--- src/rtl/regfile_pkg.sv ---
// Shared constants and types for the register-file port arbiter and its round-robin picker.
package regfile_pkg;

    localparam int RF_DW    = 16;
    localparam int RF_AW    = 4;
    localparam int RF_NREGS = 10;

    typedef enum logic [1:0] {
        IDLE   = 2'd0,
        ACCESS = 2'd1,
        RESP   = 2'd2
    } arb_state_t;

    // 0 = core datapath, 1 = debug/load port
    typedef logic req_id_t;

endpackage

--- src/rtl/rr_select.sv ---
// Combinational 2-way round-robin winner picker: on contention the requester that did not win last time goes.
module rr_select
    import regfile_pkg::*;
(
    input  logic    req0,
    input  logic    req1,
    input  req_id_t rr_ptr,
    output req_id_t win_id,
    output logic    any
);

    always_comb begin
        any = req0 | req1;
        if (req0 && req1) begin
            win_id = ~rr_ptr;
        end else begin
            win_id = req1;
        end
    end

endmodule

--- src/rtl/regfile_port_arbiter.sv ---
// Shares the single register-file port between core (0) and debug (1): IDLE -> ACCESS -> RESP.
// Define REGFILE_ARB_LOCK_EN to add lock0/lock1, letting a winner keep the port for read-modify-write.
module regfile_port_arbiter
    import regfile_pkg::*;
#(
    parameter int DW    = RF_DW,
    parameter int AW    = RF_AW,
    parameter int NREGS = RF_NREGS
) (
    input  logic          CLK,
    input  logic          RST_N,
    input  logic          req0,
    input  logic          we0,
    input  logic [AW-1:0] addr0,
    input  logic [DW-1:0] wdata0,
    input  logic          req1,
    input  logic          we1,
    input  logic [AW-1:0] addr1,
    input  logic [DW-1:0] wdata1,
`ifdef REGFILE_ARB_LOCK_EN
    input  logic          lock0,
    input  logic          lock1,
`endif
    output logic          ack0,
    output logic          ack1,
    output logic          err0,
    output logic          err1,
    output logic [DW-1:0] rdata,
    output logic [AW-1:0] rf_sel,
    output logic          rf_we,
    output logic [DW-1:0] rf_wdata,
    input  logic [DW-1:0] rf_rdata
);

    arb_state_t    state_q, state_d;
    req_id_t       rr_ptr_q, rr_ptr_d;
    req_id_t       win_q, win_d;
    logic          we_q, we_d;
    logic          legal_q, legal_d;
    logic          ack0_q, ack0_d, ack1_q, ack1_d;
    logic          err0_q, err0_d, err1_q, err1_d;
    logic          rf_we_q, rf_we_d;
    logic [AW-1:0] rf_sel_q, rf_sel_d;
    logic [DW-1:0] rf_wdata_q, rf_wdata_d;
    logic [DW-1:0] rdata_q, rdata_d;

    logic          pick_req0, pick_req1, pick_any;
    req_id_t       pick_id;
    logic          pick_we, pick_legal;
    logic [AW-1:0] pick_addr;
    logic [DW-1:0] pick_wdata;

`ifdef REGFILE_ARB_LOCK_EN
    logic lock_q, lock_d;

    // While locked, only the previous winner is allowed to compete.
    assign pick_req0 = req0 & ~(lock_q & win_q);
    assign pick_req1 = req1 & ~(lock_q & ~win_q);
`else
    assign pick_req0 = req0;
    assign pick_req1 = req1;
`endif

    rr_select u_rr_select (
        .req0   (pick_req0),
        .req1   (pick_req1),
        .rr_ptr (rr_ptr_q),
        .win_id (pick_id),
        .any    (pick_any)
    );

    assign pick_we    = pick_id ? we1    : we0;
    assign pick_addr  = pick_id ? addr1  : addr0;
    assign pick_wdata = pick_id ? wdata1 : wdata0;
    assign pick_legal = (int'(pick_addr) < NREGS);

    always_comb begin
        state_d    = state_q;
        rr_ptr_d   = rr_ptr_q;
        win_d      = win_q;
        we_d       = we_q;
        legal_d    = legal_q;
        rf_sel_d   = rf_sel_q;
        rf_wdata_d = rf_wdata_q;
        rdata_d    = rdata_q;
        rf_we_d    = 1'b0;
        ack0_d     = 1'b0;
        ack1_d     = 1'b0;
        err0_d     = 1'b0;
        err1_d     = 1'b0;
`ifdef REGFILE_ARB_LOCK_EN
        lock_d     = lock_q;
`endif
        case (state_q)
            IDLE: begin
                // Port controls are registered here so they are valid throughout ACCESS.
                if (pick_any) begin
                    win_d    = pick_id;
                    rr_ptr_d = pick_id;
                    we_d     = pick_we;
                    legal_d  = pick_legal;
                    rf_sel_d = pick_legal ? pick_addr : '0;
                    rf_we_d  = pick_we & pick_legal;
                    if (pick_legal) begin
                        rf_wdata_d = pick_wdata;
                    end
                    state_d = ACCESS;
                end
            end
            ACCESS: begin
                rdata_d = we_q ? '0 : rf_rdata;
                ack0_d  = ~win_q;
                ack1_d  = win_q;
                err0_d  = ~win_q & ~legal_q;
                err1_d  = win_q & ~legal_q;
                state_d = RESP;
            end
            RESP: begin
`ifdef REGFILE_ARB_LOCK_EN
                lock_d = win_q ? lock1 : lock0;
`endif
                state_d = IDLE;
            end
            default: state_d = IDLE;
        endcase
    end

    always_ff @(posedge CLK or negedge RST_N) begin
        if (!RST_N) begin
            state_q    <= IDLE;
            rr_ptr_q   <= 1'b0;
            win_q      <= 1'b0;
            we_q       <= 1'b0;
            legal_q    <= 1'b0;
            ack0_q     <= 1'b0;
            ack1_q     <= 1'b0;
            err0_q     <= 1'b0;
            err1_q     <= 1'b0;
            rf_we_q    <= 1'b0;
            rf_sel_q   <= '0;
            rf_wdata_q <= '0;
            rdata_q    <= '0;
`ifdef REGFILE_ARB_LOCK_EN
            lock_q     <= 1'b0;
`endif
        end else begin
            state_q    <= state_d;
            rr_ptr_q   <= rr_ptr_d;
            win_q      <= win_d;
            we_q       <= we_d;
            legal_q    <= legal_d;
            ack0_q     <= ack0_d;
            ack1_q     <= ack1_d;
            err0_q     <= err0_d;
            err1_q     <= err1_d;
            rf_we_q    <= rf_we_d;
            rf_sel_q   <= rf_sel_d;
            rf_wdata_q <= rf_wdata_d;
            rdata_q    <= rdata_d;
`ifdef REGFILE_ARB_LOCK_EN
            lock_q     <= lock_d;
`endif
        end
    end

    assign ack0     = ack0_q;
    assign ack1     = ack1_q;
    assign err0     = err0_q;
    assign err1     = err1_q;
    assign rdata    = rdata_q;
    assign rf_sel   = rf_sel_q;
    assign rf_we    = rf_we_q;
    assign rf_wdata = rf_wdata_q;

endmodule

--- config.mk ---
export PLATFORM = sky130hd
export DESIGN_NAME = regfile_port_arbiter
export DESIGN_NICKNAME = d
export VERILOG_FILES = /design/src/rtl/regfile_pkg.sv /design/src/rtl/rr_select.sv /design/src/rtl/regfile_port_arbiter.sv
export SDC_FILE = /design/constraint.sdc
export NUM_CORES = 1
export LEC_CHECK = 0
export BUFFER_PORTS_ARGS = -buffer_cell sky130_fd_sc_hd__buf_2
export CAP_MARGIN = 20
export CORE_ASPECT_RATIO = 2
export CORE_UTILIZATION = 41
export DETAILED_ROUTE_END_ITERATION = 7
export GPL_ROUTABILITY_DRIVEN = 0
export PLACE_DENSITY = 0.84
export SLEW_MARGIN = 20
export SYNTH_ARGS = -nofsm -noshare
export SYNTH_HDL_FRONTEND = slang
export SYNTH_SLANG_ARGS = --single-unit
--- constraint.sdc ---
create_clock -name CLK -period 1.5 [get_ports CLK]
set_input_delay 0.225 -clock CLK [delete_from_list [all_inputs] [get_ports CLK]]
set_output_delay 0.225 -clock CLK [all_outputs]
set_load 0.005 [all_outputs]
## Word level (Yosys, flattened, before mapping)

Index checks and enable logic that the tools add are counted.

- $lt $le $gt $ge: 1
- Equality and inequality tests: 2
- Mux-type cells: 14
- Bitwise logic cells: 6
- Reduce and logical (&&, ||, !) cells: 4

Operator list:

| cell | count |
|---|---|
| $mux W16 | 2 |
| $mux W1 | 8 |
| $mux W4 | 2 |
| $lt A4 B4 Y1 const B | 1 |
| $pmux W2 S2 | 1 |
| $and A1 B1 Y1 | 3 |
| $reduce_and A3 Y1 | 1 |
| $eq A2 B1 Y1 const B | 1 |
| $logic_not A2 Y1 | 1 |
| $mux W2 | 1 |
| $ne A2 B2 Y1 const B | 1 |
| $not A1 Y1 | 2 |
| $reduce_and A2 Y1 | 1 |
| $logic_and A1 B1 Y1 | 1 |
| $or A1 B1 Y1 | 1 |

- Bits in registers: 46
- Output and inout bits: 41

## Logic depth before layout (Yosys ltp)

Gate-level depths: netlist (run 1).

- Depth after elaboration: 7
- Gate-level depth with buffers: 7

## Modules after synthesis

Synthesis (run 1) repeated with hierarchy kept, for this count alone.

- Cells, all modules: 177
- Area, all modules: 2109.5 µm²

Modules (own cells, without submodules):

| module | times used | cells each | area each (µm²) | seq. area each (µm²) |
|---|---|---|---|---|
| regfile_port_arbiter | 1 | 175 | 2095.8 | 1151.1 |
| rr_select | 1 | 2 | 13.8 | 0.0 |

## Worst setup path after synthesis (run 1)

No wires, ideal clock.

- Kind: reg-to-reg
- From: register win_q (netlist name)
- To: register rf_wdata_q[10], in the netlist rf_wdata[10]
- Setup time: 0.125 ns
- Data arrival time: 1.526 ns
- Required time: 1.375 ns
- Setup slack: -0.151 ns
- Stages on the path, launching flop included: 7
- Path buffers: 2
- Clock period less this slack: 1.651 ns
- Cell sequence: dfrtp_1 -> a21boi_4 -> o21a_4 -> o21a_1 -> buf_6 -> buf_6 -> mux2_4

RTL lines:

| element | RTL line | RTL |
|---|---|---|
| end signal, assigned | regfile_port_arbiter.sv:158 | `rf_wdata_q <= rf_wdata_d;` |
| end, declared | regfile_port_arbiter.sv:44 | `logic [DW-1:0] rf_wdata_q, rf_wdata_d;` |

==> metrics.yaml, run 1 <==
outcome:
  outcome: "complete, but fails checks"
  failed_checks: "setup timing"
detailed_routing:
  vias_per_cell: 4.980
  drc_errors: 0
  average_wire_length_per_cell_after_detail_routing_um: 13.87
  highest-signal-layer: "met4"
  wl_mm: 4.827
  wl_met3_um: 270
  drt_iter0_markers: 24
  vias: 1733
  route.layer.met1.wl_mm: 1.684
  drt-pass1-iter-count: 4
  drtAntennaViolNets: 0
  routed-wl-met2_mm: 2.810
critical_path:
  cp_num_buf_inv: 1
  timing.critical_path.cells: "a21boi_4 > buf_4 > mux2_2 > mux2_4"
  critical_path.max_stage_delay_ns: 0.42
  end_kind: "register"
  worst_path_dominant_cell_family: "multiplexers"
  arrival_ns: 1.77
  worst-path-max-fanout: 7
  slowest_cell_on_the_critical_path: "dfrtp_1"
  timing.critical_path.required_ns: 1.67
  worstSetupStartpointType: "register"
  kind_of_critical_path: "reg -> reg"
timing:
  final-hold-violation-count: 0
  postLayoutSetupSlackWorst_ns: -0.1002
  fin_crit_sh_pct: 106.7
  grt_setup_unrepaired: "yes"
  slew_headroom_pct: 71.10
  clock.fmax_mhz: 624.9
  worstMarginPinSlew_ns: 0.4336
  final_report_setup_violation_count: 16
  timing.clock.skew_ns: 0.01250
  final.hold.worst_slack_ns: 0.1690
  maxSlewViolCount: 0
  finalCriticalPeriod_ns: 1.600
clock_network:
  worst_skew_pair_later_pin_latency_ns: 0.29
  cts.clk_slew.worst_paths_ns: 0.09
  clock_path_buffers: 2
  clock_sinks: 46
  cts-root-buf: "clkbuf_8"
  cts-htree-levels: 2
  cts_tree: "done"
  tritoncts.num_buffers: 5
  post-cts-setup-buffers: 0
yosys:
  synth_cells: 176
  synth_area_mm2: 0.002077
  synthArstFlopShare_pct: 100.0
  synth_cell_type_count: 25
  netlist_top_cells_count: "dfrtp_1 (46), o21ai_1 (22), nand2_1 (21)"
  post-synth-top-count-cell: "dfrtp_1"
  yosysWarnings: 0
  number_of_flip_flops_and_latches_in_the_synthesized_netlist: 46
  synth_largest_type_area_fraction_pct: 55.42
  mappedNetlistNets: 238
  post_synthesis_area_per_instance_um2: 11.80
  yosys-top-cells-area: "dfrtp_1 (55%), mux2_2 (8.7%), mux2_4 (6.5%), o21ai_1 (5.3%), nand2b_1 (5.1%)"
  synth_sequential_area_ratio_pct: 55.42
  ys.flop_type: "dfrtp_1"
  synth_area_leader_cell: "dfrtp_1"
  synth_edf_count: 0
floorplan:
  floorplan.die_area_mm2: 0.005372
  fp.coreArea_mm2: 0.004865
  chipWidth_um: 52.33
  placementRows: 36
  i_o_pin_count: 103
  starting_utilization_of_the_core_area_pct: 42.70
  floorplan.die.height_um: 102.7
global_route:
  grt_start_max_net_pins: 38
  global_route.usage.total_pct: 19.01
  grt_first_pass_wirelength_mm: 7.617
  number_of_global_route_vias_before_repair: 1747
  grt_overflow: 0
  antenna_found_initial: 0
placement:
  numPlacedInstances: 339
  dpl_cell_area_mm2: 0.002734
  io_buffer_count: 102
  dp_hpwl_mm: 3.938
layout:
  n_antenna_cell: 0
  area.growth.synth_to_final_pct: 38.13
  layout-drive-gt1-share_pct: 52.23
  layout.cell_area.non_filler_mm2: 0.002869
  layout.core_utilization_pct: 58.98
  finish.cell_count_without_fillers: 348
  final_nets: 352
run:
  max_cap_viol_count: 0
min_path:
  worst_min_path_class: "in -> reg"
power_and_ir_drop:
  p_per_cell_area_mw_per_mm2: 1798
  total_power_consumption_of_the_routed_design_mw: 5.158
  leakage_power_total_nw: 1.481
  irDropWorstVdd_mv: 1.160
-- area by class of cell --
type / instances / area, um2
flip-flops and latches: 46 / 1151
multi-input cells: 116 / 863.3
repair buffers: 117 / 658.1
inverters: 4 / 15.01
well taps: 57 / 71.32
clock inverters: 2 / 37.54
fillers: 430 / 1996
clock buffers: 6 / 72.57
-- placed cells by master (no fill, tap or decap) --
master,synthesis,routed
nor3b_1,3,3
nor3_1,2,2
nand2_1,21,21
buf_6,2,2
a31oi_1,4,4
a21o_1,1,1
clkbuf_8,0,5
inv_2,1,1
nor2_1,5,5
clkinvlp_4,0,1
a21boi_4,1,1
o21ai_1,22,22
mux2_1,7,7
dfrtp_1,46,46
buf_12,0,2
a22oi_1,2,2
o21a_4,1,2
clkbuf_1,5,1
inv_1,3,3
nand2b_1,17,17
mux2_4,9,9
dlygate4sd3_1,0,1
buf_4,0,10
a21oi_1,2,2
mux2_2,16,16
mux2i_1,1,1
buf_2,2,102
bufinv_16,0,1
or2_0,1,1
-- path summary, 6_finish.rpt --
path / start / cells past startpoint / slack, ns / endpoint
worst max register to register: win_q / 4 / -0.10 / rf_wdata[7]
worst min-delay path: rf_rdata[8] / 3 / 0.17 / rdata[8]
max in group asynchronous: RST_N / 3 / 0.60 / rf_wdata[6]
worst min register to register: rdata[6] / 2 / 0.49 / rdata[6]
worst max-delay path: win_q / 4 / -0.10 / rf_wdata[7]
min in group asynchronous: RST_N / 2 / 0.39 / err1
-- where the power goes --
group          switching (mW)  internal [mW]  leakage, nW  total [mW]
registers               0.325           1.79        0.575        2.11
clock network           0.403          0.497       0.0514       0.900
logic                   0.956           1.19        0.855        2.14
-- registers in the layout, summed over array words and instances, names as in the netlist --
name and flops:
win_q 1, ack0 1, rdata 16, we_q 1, err0 1, rf_we 1
rf_sel 4, state_q 2, ack1 1, err1 1, rf_wdata 16, legal_q 1
-- timing repair --
action | in CTS | in global routing
hold buffers | 1 | 0
hold endpoints to repair | 18 | 0
setup endpoints to repair | 16 | 16
resized for setup | 3 | 0
-- metal layers --
metal / track usage (%) / vias up
met1: 17.99 / 825
met2: 37.97 / 77
met4: 6.680 / 0
li1: - / 824
met3: 3.540 / 7
met5: 0 / -
-- cell families after synthesis --
| kind of cell | share of synthesized area (%) |
|---|---|
| AO/OA/AOI/OAI | 10.06 |
| buffers and inverters | 3.373 |
| flip-flops | 55.42 |
| multiplexers | 19.46 |
| AND/OR/NAND/NOR | 11.69 |
-- worst register-to-register path: stages, from the launching register on --
cell	delay, ns
dfrtp_1	0.42
a21boi_4	0.24
buf_4	0.22
mux2_2	0.35
mux2_4	0.25
-- through the flow --
stage,setup slack (ns),setup TNS (ns)
global route,-0.1680,-2.389
floorplan,-0.1091,-1.337
CTS,-0.1096,-1.482
finish,-0.1002,-1.321
global placement,-0.1332,-1.746
detailed placement,-0.1550,-2.045
(Power assumes the default switching activity.)
==> run 2: changes to the inputs <==
- RECOVER_POWER: unset -> 100
==> metrics.yaml, run 2 (synthesized netlist as in run 1, its figures left out) <==
critical_path:
  worstSetupStartpointType: "register"
  end_kind: "register"
  timing.critical_path.required_ns: 1.67
  arrival_ns: 1.77
  kind_of_critical_path: "reg -> reg"
  worst-path-max-fanout: 7
power_and_ir_drop:
  clkPwrFrac_pct: 17.8
  combPwrFrac_pct: 40.0
  switching_share_pct: 33.12
  seqPwrFrac_pct: 42.2
  irDropWorstVdd_mv: 1.152
  net-switching-power_mw: 1.668
  p_per_cell_area_mw_per_mm2: 1778
  leakage_power_total_nw: 1.393
  total_power_consumption_of_the_routed_design_mw: 5.037
  internal_power_mw: 3.369
timing:
  worstMarginPinSlew_ns: 1.037
  fin_setup_tns_ns: -1.277
  grt_setup_unrepaired: "yes"
  slew_headroom_pct: 30.90
  timing.clock.skew_ns: 0.01071
  final-hold-violation-count: 0
  fin_crit_sh_pct: 106.6
  clock.fmax_mhz: 625.2
  final_report_setup_violation_count: 16
  maxSlewViolCount: 0
  finalCriticalPeriod_ns: 1.599
  postLayoutSetupSlackWorst_ns: -0.09945
global_route:
  grt.met3_usage_pct: 3.540
  grt.met1_usage_pct: 17.99
  grt_first_pass_wirelength_mm: 7.617
  number_of_global_route_vias_before_repair: 1747
  busiest_grt_layer: "met2"
  grt_start_max_net_pins: 38
  global_route.usage.total_pct: 19.01
  grt_overflow: 0
  antenna_found_initial: 0
  met2_usage_pct: 37.97
detailed_routing:
  vias: 1742
  vias_per_cell: 5.006
  wl_mm: 4.852
  drt-pass1-iter-count: 4
  drt_iter0_markers: 18
  drtAntennaViolNets: 0
  average_wire_length_per_cell_after_detail_routing_um: 13.94
  drc_errors: 0
placement:
  io_buffer_count: 102
  dp_hpwl_mm: 3.938
  dpl_cell_area_mm2: 0.002734
  dpl_worst_slack_ns: -0.1550
clock_network:
  cts-htree-levels: 2
  clock_path_buffers: 2
  cts.clk_slew.worst_paths_ns: 0.09
  clock_sinks: 46
  cts-root-buf: "clkbuf_8"
  worst_skew_pair_later_pin_latency_ns: 0.29
  tritoncts.num_buffers: 5
  cts_tree: "done"
run:
  max_cap_viol_count: 0
floorplan:
  starting_utilization_of_the_core_area_pct: 42.70
  floorplan.die.height_um: 102.7
  placementRows: 36
  chipWidth_um: 52.33
  floorplan.die_area_mm2: 0.005372
  i_o_pin_count: 103
  fp.coreArea_mm2: 0.004865
outcome:
  outcome: "complete, but fails checks"
  failed_checks: "setup timing"
layout:
  final_nets: 352
  layout-drive-gt1-share_pct: 42.96
  most_common_cell_after_layout_fill_and_taps_aside: "buf_2"
  area.growth.synth_to_final_pct: 36.39
  layout.cell_area.non_filler_mm2: 0.002833
  final_cell_mix: "buf_2 (75), dfrtp_1 (46), clkbuf_1 (28)"
  n_antenna_cell: 0
min_path:
  worst_min_path_class: "in -> reg"
run 2: cell types whose count changed in the layout (fill, tap and decap cells not counted):
| cell | delta |
|---|---|
| buf_2 | -27 |
| o21ai_1 | -17 |
| o21ai_0 | +17 |
| clkbuf_2 | +1 |
| buf_4 | -2 |
| clkbuf_4 | +1 |
| clkbuf_1 | +27 |
run 2: layer usage:
metal,part of all wire (%),vias up
li1,-,824
met1,35,836
met2,58,75
met3,5.4,7
met4,1.3,0
met5,0,-
run 2: power groups by stage:
stage / Sequential (mW) / Combinational [mW] / Clock [mW]
6_report: 2.12 / 2.01 / 0.898
4_1_cts: 2.12 / 2.18 / 0.916
5_1_grt: 2.21 / 2.25 / 0.979
3_3_place_gp: 2.12 / 2.05 / 0
3_5_place_dp: 2.13 / 2.15 / 0
2_1_floorplan: 2.13 / 1.21 / 0
run 2: final timing paths:
path | start | end | slack, ns | depth (start not counted)
setup / recovery | win_q | rf_wdata[7] | -0.1 | 4
max in group asynchronous | RST_N | rf_wdata[6] | 0.18 | 3
hold reg to reg | rdata[7] | rdata[7] | 0.48 | 2
hold / removal | rf_rdata[12] | rdata[12] | 0.18 | 3
setup reg to reg | win_q | rf_wdata[7] | -0.1 | 4
min in group asynchronous | RST_N | err1 | 0.63 | 2
run 2: critical path, stage by stage, from the launching register on:
cell and delay (ns):
dfrtp_1 0.42, a21boi_4 0.24, buf_4 0.22, mux2_2 0.35, mux2_4 0.25
run 2: per-stage QoR:
stage | hold slack (ns) | std cells | utilization (%)
after global placement | 0.1859 | 339 | 56.20
after CTS | 0.1710 | 348 | 58.98
after detailed placement | 0.1948 | 339 | 56.20
final | 0.1819 | 348 | 58.23
after floorplan | -0.07059 | 176 | -
after global routing | 0.1817 | 348 | 58.23
run 2: layout make-up:
class	instances	area (um2)
Timing Repair Buffer	117	621.8
Fill cell	441	2032
Multi-Input combinational cell	116	863.3
Inverter	4	15.01
Clock buffer	6	72.57
Clock inverter	2	37.54
Tap cell	57	71.32
Sequential cell	46	1151
run 2: timing repair:
action,in CTS,in global routing
resized for setup,3,0
buffers inserted,0,0
endpoints found under the setup margin,16,16
hold endpoints to repair,18,0
hold buffers,1,0
